[src/rtl/tuning_pkg.sv]
// rtl/tuning_pkg.sv - shared tuning types, band edges and step sizes
//
// Purpose : types and constants shared by the tuning controller, display and NCO blocks.
// Contents: TUNING_FREQ_W, freq_t, tuning_state_e, band-edge and step constants.
package tuning_pkg;

  localparam int TUNING_FREQ_W = 32;

  typedef logic [TUNING_FREQ_W-1:0] freq_t;

  typedef enum logic [1:0] {
    INIT    = 2'd0,
    IDLE    = 2'd1,
    PRESENT = 2'd2
  } tuning_state_e;

  localparam freq_t BAND_MIN    = freq_t'(87_500_000);
  localparam freq_t BAND_MAX    = freq_t'(108_000_000);
  localparam freq_t BAND_RESET  = freq_t'(87_500_000);
  localparam freq_t STEP_FINE   = freq_t'(100_000);
  localparam freq_t STEP_COARSE = freq_t'(1_000_000);

endpackage

[src/rtl/tuning_controller_if.sv]
// rtl/tuning_controller_if.sv - tuning word handshake towards the NCO/tuner
//
// Purpose : groups the frequency hand-off and the step-size display signal.
// Signals : freq        tuning word [Hz]
//           freq_valid  freq is valid, held until accepted
//           freq_ready  tuner accepts freq when freq_valid && freq_ready
//           step_coarse current step size (1 = coarse), for display
// Modports: master = tuning controller, slave = tuner/display side.
interface tuning_controller_if #(
  parameter int FREQ_W = tuning_pkg::TUNING_FREQ_W
);

  logic [FREQ_W-1:0] freq;
  logic              freq_valid;
  logic              freq_ready;
  logic              step_coarse;

  modport master (
    output freq,
    output freq_valid,
    output step_coarse,
    input  freq_ready
  );

  modport slave (
    input  freq,
    input  freq_valid,
    input  step_coarse,
    output freq_ready
  );

endinterface

[src/rtl/tuning_controller_debouncer.sv]
// rtl/tuning_controller_debouncer.sv - tick-based level debouncer
//
// Purpose : accepts a new level only after DEBOUNCE consecutive enabled samples
//           disagree with the current level; any agreeing sample restarts the count.
// Ports   : clk, reset (async, active-high), en (sample tick), in (synchronized),
//           out (debounced level)
module debouncer #(
  parameter int DEBOUNCE = 4
) (
  input  logic clk,
  input  logic reset,
  input  logic en,
  input  logic in,
  output logic out
);

  localparam int CW = (DEBOUNCE < 1) ? 1 : $clog2(DEBOUNCE + 1);

  logic [CW-1:0] cnt;

  always_ff @(posedge clk or posedge reset) begin
    if (reset) begin
      cnt <= '0;
      out <= 1'b0;
    end else if (en) begin
      if (in == out) begin
        cnt <= '0;
      end else if (cnt == CW'(DEBOUNCE - 1)) begin
        // this tick is the DEBOUNCE-th disagreeing sample
        out <= in;
        cnt <= '0;
      end else begin
        cnt <= cnt + 1'b1;
      end
    end
  end

endmodule

[src/rtl/tuning_controller_sync.sv]
// rtl/tuning_controller_sync.sv - enabled multi-stage input synchronizer
//
// Purpose : brings an asynchronous panel input into the clk domain; the chain
//           only advances when en is high, so latency is STAGES enable pulses.
// Ports   : clk, reset (async, active-high), en, in (async), out (synchronized)
module synchronizer #(
  parameter int STAGES = 3
) (
  input  logic clk,
  input  logic reset,
  input  logic en,
  input  logic in,
  output logic out
);

  logic [STAGES-1:0] chain;

  always_ff @(posedge clk or posedge reset) begin
    if (reset) begin
      chain <= '0;
    end else if (en) begin
      chain <= {chain[STAGES-2:0], in};
    end
  end

  assign out = chain[STAGES-1];

endmodule

[src/rtl/tuning_controller.sv]
// rtl/tuning_controller.sv - front-panel rotary encoder tuning controller
//
// Purpose : samples encoder A/B and the step button on a divided tick, debounces
//           them, turns detents into wrapped up/down frequency steps and presents
//           each new frequency to the tuner over a valid/ready handshake.
// Ports   : clk            clock
//           reset          asynchronous, active-high reset
//           enc_a, enc_b   encoder phases, asynchronous
//           btn            step-size button, asynchronous, active-high
//           tune           tuning_controller_if.master (freq, freq_valid,
//                          freq_ready, step_coarse)
module tuning_controller
  import tuning_pkg::*;
#(
  parameter int                CLK_DIV       = 1000,
  parameter int                DEBOUNCE      = 4,
  parameter int                FREQ_W        = TUNING_FREQ_W,
  parameter logic [FREQ_W-1:0] F_MIN         = FREQ_W'(BAND_MIN),
  parameter logic [FREQ_W-1:0] F_MAX         = FREQ_W'(BAND_MAX),
  parameter logic [FREQ_W-1:0] F_RESET       = FREQ_W'(BAND_RESET),
  parameter logic [FREQ_W-1:0] F_STEP_FINE   = FREQ_W'(STEP_FINE),
  parameter logic [FREQ_W-1:0] F_STEP_COARSE = FREQ_W'(STEP_COARSE)
) (
  input  logic                clk,
  input  logic                reset,
  input  logic                enc_a,
  input  logic                enc_b,
  input  logic                btn,
  tuning_controller_if.master tune
);

  localparam int CNT_W = (CLK_DIV < 2) ? 1 : $clog2(CLK_DIV);

  // ---------------------------------------------------------------- sample tick
  logic [CNT_W-1:0] tick_cnt;
  logic             tick;

  assign tick = (tick_cnt == CNT_W'(CLK_DIV - 1));

  always_ff @(posedge clk or posedge reset) begin
    if (reset) begin
      tick_cnt <= '0;
    end else if (tick) begin
      tick_cnt <= '0;
    end else begin
      tick_cnt <= tick_cnt + 1'b1;
    end
  end

  // ------------------------------------------------------- synchronize/debounce
  logic a_sync, b_sync, btn_sync;
  logic a_db, b_db, btn_db;

  synchronizer #(.STAGES(3)) u_sync_a   (.clk(clk), .reset(reset), .en(tick), .in(enc_a), .out(a_sync));
  synchronizer #(.STAGES(3)) u_sync_b   (.clk(clk), .reset(reset), .en(tick), .in(enc_b), .out(b_sync));
  synchronizer #(.STAGES(3)) u_sync_btn (.clk(clk), .reset(reset), .en(tick), .in(btn),   .out(btn_sync));

  debouncer #(.DEBOUNCE(DEBOUNCE)) u_db_a   (.clk(clk), .reset(reset), .en(tick), .in(a_sync),   .out(a_db));
  debouncer #(.DEBOUNCE(DEBOUNCE)) u_db_b   (.clk(clk), .reset(reset), .en(tick), .in(b_sync),   .out(b_db));
  debouncer #(.DEBOUNCE(DEBOUNCE)) u_db_btn (.clk(clk), .reset(reset), .en(tick), .in(btn_sync), .out(btn_db));

  // ------------------------------------------------------------------- decoder
  logic a_prev, btn_prev;
  logic a_rise, btn_rise;

  always_ff @(posedge clk or posedge reset) begin
    if (reset) begin
      a_prev   <= 1'b0;
      btn_prev <= 1'b0;
    end else begin
      a_prev   <= a_db;
      btn_prev <= btn_db;
    end
  end

  // only the A rising edge counts, giving one step per detent
  assign a_rise   = a_db & ~a_prev;
  assign btn_rise = btn_db & ~btn_prev;

  // ------------------------------------------------------- target + wrap logic
  logic [FREQ_W-1:0] target;
  logic              step_coarse_q;
  logic [FREQ_W:0]   step_x;
  logic [FREQ_W:0]   target_x;
  logic [FREQ_W:0]   up_x;
  logic [FREQ_W:0]   min_plus_step_x;
  logic [FREQ_W-1:0] target_up;
  logic [FREQ_W-1:0] target_dn;

  // one extra bit so neither sum can overflow before the band compare
  assign step_x          = {1'b0, (step_coarse_q ? F_STEP_COARSE : F_STEP_FINE)};
  assign target_x        = {1'b0, target};
  assign up_x            = target_x + step_x;
  assign min_plus_step_x = {1'b0, F_MIN} + step_x;

  assign target_up = (up_x > {1'b0, F_MAX}) ? F_MIN : up_x[FREQ_W-1:0];
  assign target_dn = (target_x < min_plus_step_x) ? F_MAX : (target - step_x[FREQ_W-1:0]);

  // step_coarse is read before it toggles, so a step on the toggle cycle
  // still uses the old step size
  always_ff @(posedge clk or posedge reset) begin
    if (reset) begin
      target        <= F_RESET;
      step_coarse_q <= 1'b0;
    end else begin
      if (a_rise) begin
        target <= b_db ? target_dn : target_up;
      end
      if (btn_rise) begin
        step_coarse_q <= ~step_coarse_q;
      end
    end
  end

  assign tune.step_coarse = step_coarse_q;

  // ---------------------------------------------------------------- output FSM
  tuning_state_e     state, state_n;
  logic [FREQ_W-1:0] freq_q, freq_n;
  logic              valid_q, valid_n;

  always_ff @(posedge clk or posedge reset) begin
    if (reset) begin
      state   <= INIT;
      freq_q  <= F_RESET;
      valid_q <= 1'b0;
    end else begin
      state   <= state_n;
      freq_q  <= freq_n;
      valid_q <= valid_n;
    end
  end

  // freq only changes on a handshake or from IDLE, so it is stable while stalled;
  // steps during a stall only move target and are coalesced into the next value
  always_comb begin
    state_n = state;
    freq_n  = freq_q;
    valid_n = valid_q;
    case (state)
      INIT: begin
        state_n = PRESENT;
        freq_n  = target;
        valid_n = 1'b1;
      end
      IDLE: begin
        if (target != freq_q) begin
          state_n = PRESENT;
          freq_n  = target;
          valid_n = 1'b1;
        end
      end
      PRESENT: begin
        if (tune.freq_ready) begin
          if (target != freq_q) begin
            freq_n = target;
          end else begin
            valid_n = 1'b0;
            state_n = IDLE;
          end
        end
      end
      default: begin
        state_n = INIT;
        valid_n = 1'b0;
      end
    endcase
  end

  assign tune.freq       = freq_q;
  assign tune.freq_valid = valid_q;

endmodule

[src/flat_wrapper.sv]
// flat-port wrapper written by rule: the top's interface ports become plain ports
module tuning_controller_flat import tuning_pkg::*;
#(
  parameter int                CLK_DIV       = 1000,
  parameter int                DEBOUNCE      = 4,
  parameter int                FREQ_W        = TUNING_FREQ_W,
  parameter logic [FREQ_W-1:0] F_MIN         = FREQ_W'(BAND_MIN),
  parameter logic [FREQ_W-1:0] F_MAX         = FREQ_W'(BAND_MAX),
  parameter logic [FREQ_W-1:0] F_RESET       = FREQ_W'(BAND_RESET),
  parameter logic [FREQ_W-1:0] F_STEP_FINE   = FREQ_W'(STEP_FINE),
  parameter logic [FREQ_W-1:0] F_STEP_COARSE = FREQ_W'(STEP_COARSE)
)
  (clk, reset, enc_a, enc_b, btn, tune_freq, tune_freq_valid, tune_step_coarse, tune_freq_ready);
  tuning_controller_if #(.FREQ_W(FREQ_W)) tune_i ();
  input  logic clk;
  input  logic reset;
  input  logic enc_a;
  input  logic enc_b;
  input  logic btn;
  output wire logic [$bits(tune_i.freq)-1:0] tune_freq;
  output wire logic [$bits(tune_i.freq_valid)-1:0] tune_freq_valid;
  output wire logic [$bits(tune_i.step_coarse)-1:0] tune_step_coarse;
  input wire logic [$bits(tune_i.freq_ready)-1:0] tune_freq_ready;
  assign tune_freq = tune_i.freq;
  assign tune_freq_valid = tune_i.freq_valid;
  assign tune_step_coarse = tune_i.step_coarse;
  assign tune_i.freq_ready = tune_freq_ready;
  tuning_controller #(.CLK_DIV(CLK_DIV), .DEBOUNCE(DEBOUNCE), .FREQ_W(FREQ_W), .F_MIN(F_MIN), .F_MAX(F_MAX), .F_RESET(F_RESET), .F_STEP_FINE(F_STEP_FINE), .F_STEP_COARSE(F_STEP_COARSE)) u_core (.clk(clk), .reset(reset), .enc_a(enc_a), .enc_b(enc_b), .btn(btn), .tune(tune_i));
endmodule
[config.mk]
export PLATFORM = sky130hd
export DESIGN_NAME = tuning_controller_flat
export DESIGN_NICKNAME = d
export VERILOG_FILES = /design/src/rtl/tuning_pkg.sv /design/src/rtl/tuning_controller_if.sv /design/src/rtl/tuning_controller_debouncer.sv /design/src/rtl/tuning_controller_sync.sv /design/src/rtl/tuning_controller.sv /design/src/flat_wrapper.sv
export SDC_FILE = /design/constraint.sdc
export NUM_CORES = 1
export LEC_CHECK = 0
export BUFFER_PORTS_ARGS = -buffer_cell sky130_fd_sc_hd__buf_2
export CORE_ASPECT_RATIO = 1.1
export CORE_MARGIN = 1
export CORE_UTILIZATION = 64
export CTS_BUF_LIST = sky130_fd_sc_hd__clkbuf_8
export DETAILED_ROUTE_END_ITERATION = 7
export GPL_TIMING_DRIVEN = 0
export PLACE_DENSITY = 0.83
export SYNTH_ARGS = -nofsm -noshare
export SYNTH_HDL_FRONTEND = slang
export SYNTH_HIERARCHICAL = 1
export SYNTH_SLANG_ARGS = --single-unit
[constraint.sdc]
create_clock -name clk -period 5 [get_ports clk]
set_input_delay 0.25 -clock clk [delete_from_list [all_inputs] [get_ports clk]]
set_output_delay 0.25 -clock clk [all_outputs]
set_load 0.1 [all_outputs]
==> summary.txt <==
Timing
  • WHS: roughly 0.11 ns
  • Max Clk Rate: approximately 210 MHz
  • Tcrit/Tclk final: 0.9473
  • Slew Viols, Final: 0
  • Slew HR: 0.3086
  • Hold Violations, Final: 0
  • Number of setup violations in the final report: 0
  • RSZ-0062 raised after global routing: false
  • Minimum clock period: between 4 and 5 ns
  • Clock Skew: approximately 0.008 ns
  • Worst slew pin tran: roughly 1.0 ns

Critical path
  • Critical Path End Type: flop
  • Reg2reg start: u_core/tune.step_coarse
  • Worst reg2reg endpoint: u_core/target[19]
  • FF-to-FF path depth: 13
  • Crit path DAT: between 5 and 6 ns
  • Startpoint Class: flop
  • Worst-path maximum fanout: 15
  • Reg2reg setup slack: about 0.26 ns
  • Crit Path Class: reg2reg
  • CP required: approximately 5.3 ns

Clocking
  • CTS Root Cell: clkbuf_8
  • Worst-Skew Late Latency: about 0.36 ns
  • CTS tree: yes
  • TritonCTS Buffers: 9
  • Clock transition at path regs: roughly 0.10 ns
  • Max Buffers Root-to-Sink: 2
  • CTS sink count: roughly 90
  • H-Tree Depth: 3

Floorplan
  • Core Area: between 10000 and 15000 um^2
  • IO Pins: 40
  • Initial Util: 0.6670
  • Die W: 99.49 um
  • Die Y: approximately 110 um
  • Core Rows: 38
  • Die area: 10870 um^2

Cells and area
  • Fraction of layout cells with a size suffix above 1: 0.2071
  • Area growth syn-to-layout: 9.854%
  • Fillcell total: approximately 800
  • # nets final: 826
  • N_diodes: 0

Status
  • Outcome: finished clean

Global routing
  • Vias in the first global route: between 5000 and 6000
  • Initial antenna violation count: 0
  • GRT Residual Overflow: 0
  • First-pass GRT wire length: roughly 31000 um
  • Pin count of the biggest net entering global routing: 71
  • Total track usage: 0.3690

Power
  • Pwr per Cell Area: about 220 nW/um^2
  • Maximum vdd drop: 382.3 uV
  • Static Leak: roughly 3.5 nW
  • Design Power: 0.001586 W

Detailed routing
  • DR pass1 iterations: 6
  • Drt total wl: slightly below 20000 um
  • Wire per inst: ~21 um
  • Routed vias/inst: ~6.6
  • Post-route ant nets: 0
  • # DRC: 0
  • 1st-iter DRT viols: between 600 and 700
  • Via count: between 6000 and 7000

Synth
  • Seq cells post-synth: 91
  • Mapped Avg Cell Area: about 9 um^2
  • Dominant cells by area after synthesis: dfrtp_1 25%, dfstp_2 9.4%, mux2_2 6.2%, ha_1 5.8%, xnor2_1 3.9%
  • Post-Syn Area: ~6700 um^2
  • Synth unique cells: 85
  • Async S/R FF share, synth: 1.000
  • Cell taking the most area after synthesis: dfrtp_1
  • Yosys top cell area share: 0.2506
  • Synth warn: 6
  • Seq/Total Area, Yosys: 0.3448
  • EDFF count, synth: 0
  • Main flop type after synthesis: dfrtp_1
  • Syn Inst Count: ~730

Min path
  • Worst hold path class: in2reg
  • Min-Delay Endpoint: u_core/u_sync_a/chain[0]
  • HP Start: enc_a
  • WHS Path Cells: 2

Placement
  • DP HPWL: between 10000 and 15000 um
  • I/O Buffers: 34
  • Routability Congestion: about 1

Run
  • Max-Cap Viols: 0
## cells by family after synthesis
kind of cell,synth area share
AOI/OAI and AO/OA,0.2089
DFF,0.3448
xor gates and xnor gates,0.07461
other,0.0005604
adders and majority gates,0.06395
buffers and inverters,0.05647
muxes,0.07349
and+or+nand+nor,0.1773
## where the power goes
group / total, W / switching (W) / internal (W)
Sequential: 0.000758 / 0.00000947 / 0.000749
Clock: 0.000523 / 0.000288 / 0.000236
Combinational: 0.000304 / 0.000199 / 0.000105
## cell type report
type	count	area, um^2	area share
Clock inverter	7	77.57	0.01055
Tap cell	140	175.2	0.02383
Timing Repair Buffer	44	247.7	0.03370
Multi-Input combinational cell	554	4034	0.5488
Buffer	43	212.7	0.02894
Sequential cell	91	2308	0.3140
Clock buffer	9	123.9	0.01685
Inverter	44	171.4	0.02332
## routing by layer
layer  routed length, um  GRT usage
met5                   0          0
met4                 932     0.1975
met2                9253     0.6106
met3                1471    0.05449
met1                7678     0.4700
## layout by cell type (no fill, tap or decap), types with 4 or more instances in the layout
master    netlist  layout
dfrtp_1        67      66
nor2_1         49      49
inv_1          43      42
a21oi_1        41      41
buf_2           5      39
mux2_2         37      37
nand2_1        36      36
ha_1           31      31
xnor2_1        30      30
o21ai_0        30      30
xor2_1         27      27
clkbuf_1       25      25
dfstp_2        24      24
nand2b_1       20      20
buf_4          10      19
nand3_1        17      17
nor3_1         16      16
a21o_1         13      13
nor2b_1        12      12
o22ai_1        12      12
nor4_1         11      10
clkbuf_8        0       9
and3_1          9       9
a211oi_1        9       9
nand4_1         8       8
o211ai_1        8       8
o21a_1          8       8
o31ai_1         8       8
or3_1           7       7
a31oi_1         8       7
nand3b_1        6       6
a211o_1         5       5
conb_1          1       5
and4_1          4       4
o211a_1         4       4
o21bai_1        4       4
a22oi_1         4       4
## worst max-delay path, stage by stage (launching register included)
cell and delay [ns]:
dfrtp_2 0.67, clkinvlp_4 0.30, buf_4 0.19, ha_1 0.30, nand2b_1 0.28, a211oi_4 0.49, o211ai_2 0.28, a21oi_2 0.47
nand4_2 0.19, a211oi_4 0.52, nand2_2 0.15, buf_6 0.18, nor2_1 0.42, a22o_1 0.22
## stage by stage
step | setup TNS, ns | cells | cell area [um^2] | utilization | setup WS [ns]
2_1_floorplan | 0 | 732 | 6706 | - | 0.3962
3_3_place_gp | -1.942 | 906 | 7052 | 0.7029 | -0.3357
3_5_place_dp | -1.449 | 909 | 7083 | 0.7060 | -0.2654
4_1_cts | 0 | 926 | 7296 | 0.7272 | 0.03177
5_1_grt | 0 | 932 | 7351 | 0.7327 | 0.09331
6_report | 0 | 932 | 7351 | 0.7327 | 0.2633
## what timing repair did
action                                  CTS  global route
hold buffers                              1             0
gates resized for setup                   1             2
endpoints found under the setup margin   13            13
setup buffers                             0             6
hold endpoints to repair                 21             0
## Yosys cell counts (all sizes together), types with 3 or more instances
master,count
a22oi,4
o211a,4
mux2i,3
a311oi,3
xnor2,30
mux2,40
o21a,8
nand2b,20
inv,44
nand3b,6
ha,31
o21bai,4
nand4,9
or3,7
and3,10
nor3,17
a211o,5
nand3,17
clkbuf,25
o31ai,8
o21ai,34
nor4,11
a221oi,3
nor2b,12
xor2,27
and4,5
a21oi,44
o211ai,9
nand2,37
a21o,13
a22o,3
dfstp,24
a211oi,13
buf,18
dfrtp,67
nor2,51
o22ai,12
a31oi,8
and2,3
## registers in the layout (all words and copies together) (netlist names), 2 cells and up
register and cells:
u_core/u_db_b/cnt 3, u_core/u_sync_a/chain 3, u_core/target 27, u_core/u_db_a/cnt 3, u_core/state 2, u_core/tick_cnt 10, u_core/u_db_btn/cnt 3, u_core/u_sync_b/chain 3
u_core/tune.freq 27, u_core/u_sync_btn/chain 3
## worst max-delay path by stage
stage,start,end,slack [ns],cells after the start
after floorplan,u_core/tune.step_coarse,u_core/target[9],0.40,12
after global placement,u_core/tune.step_coarse,u_core/target[19],-0.34,13
after detailed placement,u_core/tune.step_coarse,u_core/target[19],-0.27,13
after CTS,u_core/tune.step_coarse,u_core/target[19],0.03,13
after global routing,u_core/tune.step_coarse,u_core/target[19],0.09,13
final,u_core/tune.step_coarse,u_core/target[19],0.26,13
Power figures use the tool's default switching activity.
